--- config.mk ---
export PLATFORM = sky130hd
export DESIGN_NAME = rr_arbiter32_flat
export DESIGN_NICKNAME = d
export VERILOG_FILES = /design/src/rtl/rr_arbiter32_pkg.sv /design/src/rtl/rr_arbiter32_if.sv /design/src/rtl/rr_arbiter32_mux.sv /design/src/rtl/rr_arbiter32_pick.sv /design/src/rtl/rr_arbiter32.sv /design/src/flat_wrapper.sv
export SDC_FILE = /design/constraint.sdc
export NUM_CORES = 1
export LEC_CHECK = 0
export ABC_AREA = 1
export CAP_MARGIN = 5
export CORE_AREA = 2 2 436 438
export DETAILED_ROUTE_END_ITERATION = 12
export DIE_AREA = 0 0 438 440
export GPL_TIMING_DRIVEN = 0
export SLEW_MARGIN = 20
export SYNTH_ARGS = -nofsm -noshare
export SYNTH_HDL_FRONTEND = slang
export SYNTH_HIERARCHICAL = 1
export SYNTH_SLANG_ARGS = --single-unit
export TNS_END_PERCENT = 50
--- constraint.sdc ---
create_clock -name clk -period 8.5 [get_ports clk]
set_clock_uncertainty 0.05 [all_clocks]
set_input_delay 1.275 -clock clk [delete_from_list [all_inputs] [get_ports clk]]
set_output_delay 1.275 -clock clk [all_outputs]
set_load 0.1 [all_outputs]
--- src/rtl/rr_arbiter32_pkg.sv ---
// Shared constants and types for the 32-way round-robin result arbiter.
package rr_arbiter32_pkg;

    localparam int WORD_LENGTH = 32;
    localparam int NUM_REQ     = 32;
    localparam int SEL_W       = 5;

    typedef enum logic {ARB_EMPTY, ARB_FULL} arb_state_t;

endpackage

--- src/rtl/rr_arbiter32_if.sv ---
// Request side (32 producers) and output side (one consumer) of the arbiter.
interface rr_arbiter32_if
    import rr_arbiter32_pkg::*;
#(
    parameter int n = WORD_LENGTH
);
    logic [NUM_REQ-1:0]        req_valid;
    logic [NUM_REQ-1:0][n-1:0] req_data;
    logic [NUM_REQ-1:0]        req_ready;
    logic                      out_valid;
    logic [n-1:0]              out_data;
    logic [SEL_W-1:0]          out_sel;
    logic                      out_ready;

    // Arbiter side
    modport master (
        input  req_valid, req_data, out_ready,
        output req_ready, out_valid, out_data, out_sel
    );

    // Producer/consumer side
    modport slave (
        output req_valid, req_data, out_ready,
        input  req_ready, out_valid, out_data, out_sel
    );
endinterface

--- src/rtl/rr_arbiter32_mux.sv ---
// Plain 32-input word multiplexer; dout follows in[sel] combinationally.
module mux32 #(
    parameter int n = 32
) (
    input  logic [n-1:0] in00, input  logic [n-1:0] in01,
    input  logic [n-1:0] in02, input  logic [n-1:0] in03,
    input  logic [n-1:0] in04, input  logic [n-1:0] in05,
    input  logic [n-1:0] in06, input  logic [n-1:0] in07,
    input  logic [n-1:0] in08, input  logic [n-1:0] in09,
    input  logic [n-1:0] in10, input  logic [n-1:0] in11,
    input  logic [n-1:0] in12, input  logic [n-1:0] in13,
    input  logic [n-1:0] in14, input  logic [n-1:0] in15,
    input  logic [n-1:0] in16, input  logic [n-1:0] in17,
    input  logic [n-1:0] in18, input  logic [n-1:0] in19,
    input  logic [n-1:0] in20, input  logic [n-1:0] in21,
    input  logic [n-1:0] in22, input  logic [n-1:0] in23,
    input  logic [n-1:0] in24, input  logic [n-1:0] in25,
    input  logic [n-1:0] in26, input  logic [n-1:0] in27,
    input  logic [n-1:0] in28, input  logic [n-1:0] in29,
    input  logic [n-1:0] in30, input  logic [n-1:0] in31,
    input  logic [4:0]   sel,
    output logic [n-1:0] dout
);
    logic [31:0][n-1:0] ins;

    assign ins = {in31, in30, in29, in28, in27, in26, in25, in24,
                  in23, in22, in21, in20, in19, in18, in17, in16,
                  in15, in14, in13, in12, in11, in10, in09, in08,
                  in07, in06, in05, in04, in03, in02, in01, in00};

    assign dout = ins[sel];
endmodule

--- src/rtl/rr_arbiter32_pick.sv ---
// Round-robin pick: first set bit of req searching upward from ptr, wrapping at 32.
module rr_pick32
    import rr_arbiter32_pkg::*;
(
    input  logic [NUM_REQ-1:0] req,
    input  logic [SEL_W-1:0]   ptr,
    output logic               any,
    output logic [SEL_W-1:0]   grant,
    output logic [NUM_REQ-1:0] grant_oh
);
    logic [2*NUM_REQ-1:0] dbl;
    logic [NUM_REQ-1:0]   rot;
    logic [SEL_W-1:0]     idx;

    // Rotating right by ptr puts requester ptr at bit 0, so the lowest set bit wins.
    assign dbl = {req, req} >> ptr;
    assign rot = dbl[NUM_REQ-1:0];

    always_comb begin
        idx = '0;
        for (int i = NUM_REQ - 1; i >= 0; i--) begin
            if (rot[i]) idx = i[SEL_W-1:0];
        end
    end

    assign any      = |req;
    assign grant    = idx + ptr;
    assign grant_oh = any ? (NUM_REQ'(1) << grant) : '0;
endmodule

--- src/rtl/rr_arbiter32.sv ---
// 32-way round-robin arbiter feeding a one-entry output register with valid/ready.
module rr_arbiter32
    import rr_arbiter32_pkg::*;
#(
    parameter int n = WORD_LENGTH
) (
    input logic          clk,
    input logic          reset,
    rr_arbiter32_if.master bus
);
    arb_state_t         state_q, state_d;
    logic [SEL_W-1:0]   ptr_q, ptr_d;
    logic [n-1:0]       data_q, data_d;
    logic [SEL_W-1:0]   sel_q, sel_d;

    logic               any;
    logic [SEL_W-1:0]   grant;
    logic [NUM_REQ-1:0] grant_oh;
    logic [n-1:0]       mux_word;
    logic               can_accept;
    logic               accept;

    rr_pick32 u_pick (
        .req      (bus.req_valid),
        .ptr      (ptr_q),
        .any      (any),
        .grant    (grant),
        .grant_oh (grant_oh)
    );

    mux32 #(.n(n)) u_mux (
        .in00(bus.req_data[0]),  .in01(bus.req_data[1]),
        .in02(bus.req_data[2]),  .in03(bus.req_data[3]),
        .in04(bus.req_data[4]),  .in05(bus.req_data[5]),
        .in06(bus.req_data[6]),  .in07(bus.req_data[7]),
        .in08(bus.req_data[8]),  .in09(bus.req_data[9]),
        .in10(bus.req_data[10]), .in11(bus.req_data[11]),
        .in12(bus.req_data[12]), .in13(bus.req_data[13]),
        .in14(bus.req_data[14]), .in15(bus.req_data[15]),
        .in16(bus.req_data[16]), .in17(bus.req_data[17]),
        .in18(bus.req_data[18]), .in19(bus.req_data[19]),
        .in20(bus.req_data[20]), .in21(bus.req_data[21]),
        .in22(bus.req_data[22]), .in23(bus.req_data[23]),
        .in24(bus.req_data[24]), .in25(bus.req_data[25]),
        .in26(bus.req_data[26]), .in27(bus.req_data[27]),
        .in28(bus.req_data[28]), .in29(bus.req_data[29]),
        .in30(bus.req_data[30]), .in31(bus.req_data[31]),
        .sel (grant),
        .dout(mux_word)
    );

    // A full register can still take a word when the consumer drains it this cycle.
    assign can_accept = (state_q == ARB_EMPTY) || bus.out_ready;
    assign accept     = can_accept && any && !reset;

    always_comb begin
        state_d       = state_q;
        ptr_d         = ptr_q;
        data_d        = data_q;
        sel_d         = sel_q;
        bus.req_ready = '0;
        if (accept) begin
            bus.req_ready = grant_oh;
            state_d       = ARB_FULL;
            ptr_d         = grant + SEL_W'(1);
            data_d        = mux_word;
            sel_d         = grant;
        end else if (state_q == ARB_FULL && bus.out_ready) begin
            state_d = ARB_EMPTY;
        end
    end

    always_ff @(posedge clk) begin
        if (reset) begin
            state_q <= ARB_EMPTY;
            ptr_q   <= '0;
            data_q  <= '0;
            sel_q   <= '0;
        end else begin
            state_q <= state_d;
            ptr_q   <= ptr_d;
            data_q  <= data_d;
            sel_q   <= sel_d;
        end
    end

    assign bus.out_valid = (state_q == ARB_FULL);
    assign bus.out_data  = data_q;
    assign bus.out_sel   = sel_q;
endmodule

--- src/flat_wrapper.sv ---
// flat-port wrapper written by rule: the top's interface ports become plain ports
module rr_arbiter32_flat import rr_arbiter32_pkg::*;
#(
    parameter int n = WORD_LENGTH
)
  (clk, reset, bus_req_valid, bus_req_data, bus_out_ready, bus_req_ready, bus_out_valid, bus_out_data, bus_out_sel);
  rr_arbiter32_if #(.n(n)) bus_i ();
  input logic clk;
  input logic reset;
  input wire logic [$bits(bus_i.req_valid)-1:0] bus_req_valid;
  input wire logic [$bits(bus_i.req_data)-1:0] bus_req_data;
  input wire logic [$bits(bus_i.out_ready)-1:0] bus_out_ready;
  output wire logic [$bits(bus_i.req_ready)-1:0] bus_req_ready;
  output wire logic [$bits(bus_i.out_valid)-1:0] bus_out_valid;
  output wire logic [$bits(bus_i.out_data)-1:0] bus_out_data;
  output wire logic [$bits(bus_i.out_sel)-1:0] bus_out_sel;
  assign bus_i.req_valid = bus_req_valid;
  assign bus_i.req_data = bus_req_data;
  assign bus_i.out_ready = bus_out_ready;
  assign bus_req_ready = bus_i.req_ready;
  assign bus_out_valid = bus_i.out_valid;
  assign bus_out_data = bus_i.out_data;
  assign bus_out_sel = bus_i.out_sel;
  rr_arbiter32 #(.n(n)) u_core (.clk(clk), .reset(reset), .bus(bus_i));
endmodule
Yosys cells after proc, flatten, opt, wreduce, memory -nomap -nowiden
Index checks and enable logic that the tools add are counted.

operators by class
  add/subtract/negate cells = 2
  bitwise operators = 1
  $lt $le $gt $ge = 1
  mux-type cells = 38
  shift operators = 2
  reduce and logical (&&, ||, !) cells = 7

operator list
  cell                                                                   count
  32-bit binary-select mux with 5-bit select                             1
  5-bit two-way mux                                                      32
  32-bit two-way mux                                                     3
  64-bit by 5-bit >> shifter with 32-bit output                          1
  32-bit OR reduction                                                    1
  1-bit by 5-bit left shift with 32-bit output (first input constant)    1
  5-bit by 6-bit < comparator with 1-bit output (second input constant)  1
  5-bit by 1-bit adder with 5-bit output (second input constant)         1
  5-bit adder                                                            1
  1-bit logical AND                                                      3
  1-bit two-way mux                                                      2
  2-bit nonzero test                                                     1
  1-bit zero test                                                        1
  1-bit logical OR                                                       1
  1-bit inverter                                                         1

storage, ports and cells
  output and inout bits = 70
  logic and storage cells = 55
  input bits = 1059
  flip-flop bits (word level) = 43

Logic depth before layout (Yosys ltp)
Gate-level depths: netlist of the first run.

  depth after elaboration = 37
  mapped depth = 59
  mapped depth without buffers = 54

Modules after synthesis
Netlist of the first run, hierarchy kept.

modules (own cells, without submodules)
  module        area each (um^2)  cells each  instances  seq. area each (um^2)
  mux32         10796.6           2431        1          0.0
  rr_pick32     2850.2            598         1          0.0
  rr_arbiter32  2015.7            269         1          860.8

Worst setup path before layout of the first run
Ideal clock, no wire load.

  path kind = input port to output port
  start point = input bus_req_valid[25]
  end point = output bus_req_ready[6]
  stages on the path = 47
  data required time = 7.175 ns
  data arrival time = 6.336 ns
  buffers on the path = 0
  slack = 0.839 ns
  path through = nand2_1 > nand3_1 > nand3_1 > nand3_1 > nand2_1 > nand2_1 > nand2_1 > nand2_1 > nand2_1 > nand2_1 > nand2_1 > nand2_1 > nand2_1 > nand2_1 > nand2_1 > nand2_1 > nand2_1 > nand2_1 > [... 11 more ...] > nand2_1 > nand2_1 > nand2_1 > nand2_1 > nand2_1 > nand2_1 > nand2_1 > a21oi_2 > ha_1 > inv_1 > fa_1 > xnor2_1 > inv_1 > nor3_1 > nand3_1 > nor2_1 > inv_1 > nor2_1

on the way
  longest elaborated chain between the ends = 37
  elaborated cells on any way between the ends = 40
  those cells by class = add/sub: 1; shift: 2; mux: 34; reduce/logical: 3

ends and longest elaborated chain
  what                                               RTL line                 RTL
  from (decl)                                        flat_wrapper.sv:10       input wire logic [$bits(bus_i.req_valid)-1:0] bus_req_valid;
  64-bit by 5-bit >> shifter with 32-bit output (*)  rr_arbiter32_pick.sv:16  assign dbl = {req, req} >> ptr;
  5-bit two-way mux (31 in a row)                    rr_arbiter32_pick.sv:22  if (rot[i]) idx = i[SEL_W-1:0];
  5-bit two-way mux (*)                              rr_arbiter32_pick.sv:22
  5-bit adder (*)                                    rr_arbiter32_pick.sv:27  assign grant = idx + ptr;
  named net u_core.grant[2]                          rr_arbiter32.sv:17       logic [SEL_W-1:0] grant;
  1-bit by 5-bit left shift with 32-bit output (*)   rr_arbiter32_pick.sv:28  assign grant_oh = any ? (NUM_REQ'(1) << grant) : '0;
  32-bit two-way mux (*)                             rr_arbiter32_pick.sv:28
  named net u_core.grant_oh[6]                       rr_arbiter32.sv:18       logic [NUM_REQ-1:0] grant_oh;
  32-bit two-way mux (*)                             rr_arbiter32.sv:62       if (accept) begin
  to (decl)                                          flat_wrapper.sv:13       output wire logic [$bits(bus_i.req_ready)-1:0] bus_req_ready;

The timed path passes the listed nets; every way through them passes the cells marked *.

Final worst setup path of the first run
  start point = input bus_req_valid[10]
  end point = register u_core.data_q[22] (netlist: u_core/bus.out_data[22])

on the way
  longest elaborated chain between the ends = 36
  elaborated cells on any way between the ends = 39
  those cells by class = add/sub: 1; shift: 1; mux: 34; reduce/logical: 3

ends and longest elaborated chain
  what                                               RTL line                 RTL
  64-bit by 5-bit >> shifter with 32-bit output (*)  rr_arbiter32_pick.sv:16
  5-bit two-way mux (31 in a row)                    rr_arbiter32_pick.sv:22
  5-bit two-way mux (*)                              rr_arbiter32_pick.sv:22
  5-bit adder (*)                                    rr_arbiter32_pick.sv:27
  named net u_core.grant[2]                          rr_arbiter32.sv:17
  32-bit binary-select mux with 5-bit select (*)     rr_arbiter32_mux.sv:31   assign dout = ins[sel];
  32-bit two-way mux (implied by the code) (*)       rr_arbiter32_mux.sv:31
  named net u_core.mux_word[22]                      rr_arbiter32.sv:19       logic [n-1:0] mux_word;
  to (signal assigned)                               rr_arbiter32.sv:82       data_q <= data_d;
  to (decl)                                          rr_arbiter32.sv:13       logic [n-1:0] data_q, data_d;

The timed path passes the listed nets; every way through them passes the cells marked *. The select of a mux whose other input is x is not followed.
A chain may end at the register's enable or synchronous reset.

==> flow_metrics.tcl, run 1 <==
set metrics [dict create \
    path_clk_slew_ns 0.08 \
    routed_wl_um 216600 \
    finalCriticalPeriod_ns 8.074 \
    grt-ovfl-total 0 \
    maxCapViolCount 0 \
    crit_path_top_delay_cell "clkbuf_1" \
    cp_max_fo 10 \
    yosysSeqAreaShare_pct 5.496 \
    numCtsBuffers 5 \
    drt_iter0_drc 2951 \
    synth_area_leaders "nand2_1 (41%), nand3_1 (31%), dfxtp_1 (5.5%), buf_6 (4.9%), buf_2 (3.2%)" \
    grt_setup_unrepaired "yes" \
    status "finished clean" \
    port_buffers 1128 \
    grt_util_all_layers_pct 21.32 \
    die-area_mm2 0.1927 \
    worstMarginPinSlew_ns 1.178 \
    synth_top_family_by_area "simple AND/OR/NAND/NOR gates" \
    slew_headroom_pct 21.21 \
    fmax_mhz 123.8 \
    clock-sinks 43 \
    synth_compound_area_share_pct 2.460 \
    first_pass_iters 6 \
    postSynth.asyncResetShare_pct 0 \
    synth-seq-cells 43 \
    ys_warn_count 6 \
    area_growth_pct 94.38 \
    setup_viol 0 \
    syn_inst 3298 \
    synth_top_area_cell "nand2_1" \
    antenna_left 0 \
    fill_cells 22300 \
    vias 28320 \
    path_common_cell "nand2_1" \
    synth_top_cell_area_share_pct 41.39 \
    tritoncts "done" \
    worstSetupEndpointType "register" \
    final-max-slew-violation-count 0 \
    num-nets-final 5504 \
    viasPerCell 4.053 \
    hp-class "register to register" \
    crit_path_start_kind "primary input" \
    syn_nets 4363 \
    initial_utilization_pct 8.305 \
    synth-simple-area-share_pct 76.78 \
    core_mm2 0.1886 \
    criticalPathCategory "primary input to register" \
    timing.final.crit_share_pct 94.99 \
    holdWs_ns 0.4187 \
    cp-startpoint "bus_req_valid[10]" \
    drive_gt1_share_pct 7.883 \
    hp-start "u_core/bus.out_sel[1]" \
    timing.rr.start "u_core/ptr_q[2]" \
    synth.distinct_cells 41 \
    avgSynthCellArea_um2 4.749 \
    holdBufCountCts 0 \
    route.detailed.drc 0 \
    cts_max_level 2 \
    routedWlPerCell_um 31.00 \
    report.final.hold_viol_count 0 \
    syn_area_mm2 0.01566 \
    antenna_found_initial 104 \
    clk_latency_ns 0.30 \
    muxShareOfSynthArea_pct 0.1917 \
    cts-root-buf "clkbuf_16" \
    cts_max_path_buffers 2 \
    synth_edf_count 0 \
    cp_data_required_time_ns 8.71 \
    top_level_ports 1129 \
    grt_pass1_vias 27000 \
    arrival_ns 8.28 \
    place_congestion 0.9486 \
    die_h_um 440 \
    grt_pass1_wl_um 270400 \
    num_rows 160 \
    slowest_delay_ns 0.83 \
    synth_flop_cell "dfxtp_1" \
    grt_start_max_net_pins 16 \
    yosys.area_share.xor_xnor_pct 0.2237 \
    die_w_um 438 \
    synth_fa_ha_area_share_pct 0.5272 \
    hpwl_um 191800 \
]
worst paths after layout:
| check | endpoint | slack [ns] | cells past startpoint |
|---|---|---|---|
| setup / recovery | u_core/bus.out_data[22] | 0.43 | 50 |
| hold / removal | u_core/bus.out_sel[1] | 0.42 | 2 |
| setup reg to reg | u_core/bus.out_data[22] | 1.05 | 51 |
| hold reg to reg | u_core/bus.out_sel[1] | 0.42 | 2 |
cells in the final DEF, fill, tap and decap left out, types with 2 or more instances in the layout:
cell             synthesis  final
or2_2                    2      2
clkbuf_1                29     27
inv_8                    2      2
a21oi_1                  4      4
buf_2                  101    121
nor4_1                   8      8
buf_8                    3      3
clkbuf_2                 0      5
diode_2                  0     36
buf_1                   16     15
mux2i_1                  3      3
dlymetal6s2s_1           0     25
inv_1                   81     80
nand2_1               1727   1726
nor3_1                   2      2
o21ai_2                  3      3
o21ai_1                  7      9
nand3_1                963    956
buf_4                   50     64
dfxtp_1                 43     43
inv_2                    6      6
clkinvlp_4               0      2
nor2_1                  70     70
nand2_2                 13     13
o21ai_0                 35     33
clkdlybuf4s50_1          0   1058
o211ai_1                 2      2
clkbuf_4                 1      3
nor2_4                  20     20
buf_6                   68     78
a31oi_1                 12     11
nand3_2                  2      9
clkbuf_16                0      5
ha_1                     5      5
nand4_1                  6      6
cells by family after synthesis:
family          count (synthesis)
flops                          43
simple gates                 2815
compound gates                 68
fa+ha+maj                       6
buf+inv                       359
xor+xnor                        4
mux                             3
final cells by class:
cell class                      instances  area (um^2)  area share, %
Sequential cell                        43        860.8          2.827
Multi-Input combinational cell       2896        12640          41.50
Buffer                                269         1904          6.255
Tap cell                             2511         3142          10.32
Antenna cell                           36        90.09         0.2959
Timing Repair Buffer                 1134        11280          37.06
Clock buffer                            5        125.1         0.4110
Clock inverter                          3        46.29         0.1521
Inverter                               90        359.1          1.179
registers in the layout, summed over array words and instances (netlist names):
signal and count:
u_core/ptr_q 5, u_core/bus.out_valid 1, u_core/bus.out_sel 5, u_core/bus.out_data 32
critical path, delay by kind of cell:
family / cells / cell delay, ns
compound gates: 3 / 0.45
xor+xnor: 1 / 0.19
fa+ha+maj: 2 / 0.56
buf+inv: 7 / 2.35
mux: 1 / 0.31
simple gates: 36 / 3.10
per-stage QoR:
step / setup WS, ns / cell area, um^2 / TNS, ns / instances / util, %
CTS: 0.006103 / 30250 / 0 / 6949 / 16.04
global route: -0.04034 / 30400 / -0.05535 / 6967 / 16.12
finish: 0.4256 / 30450 / 0 / 6987 / 16.14
detailed placement: -0.7778 / 30100 / -30.39 / 6940 / 15.96
floorplan: 0.8388 / 15660 / 0 / 3298 / -
global placement: -1.324 / 30100 / -48.58 / 6937 / 15.96
synthesized netlist by cell type (16+ instances only):
cell / number
nand3_1: 963
nor2_4: 20
nand2_1: 1727
buf_6: 68
buf_1: 16
nor2_1: 70
clkbuf_1: 29
o21ai_0: 35
inv_1: 81
dfxtp_1: 43
buf_2: 101
buf_4: 50
per-layer routing:
layer	vias to the layer above	share of wire, %	track usage (%)
li1	12990	-	-
met1	13440	41	26.52
met2	1581	49	37.50
met3	280	6.8	3.440
met4	36	3.1	6.285
met5	-	0.11	0
timing repair:
action	in CTS	in global routing
setup endpoints to repair	55	55
resized for setup	134	104
endpoints found under the hold margin	0	0
pin swaps	0	2
buffers inserted	1	2
Power of run 1 is not shown: default switching activity piles up to over one toggle a cycle in this logic, so the estimate is an artifact.
==> inputs of run 2 (changes only) <==
Settings changed: ABC_CLOCK_PERIOD_IN_PS set to 8500.
==> results of run 2 <==
No change in the layout: final DEF, timing and power equal those of run 1.
Power of run 2 is left out for the same reason.
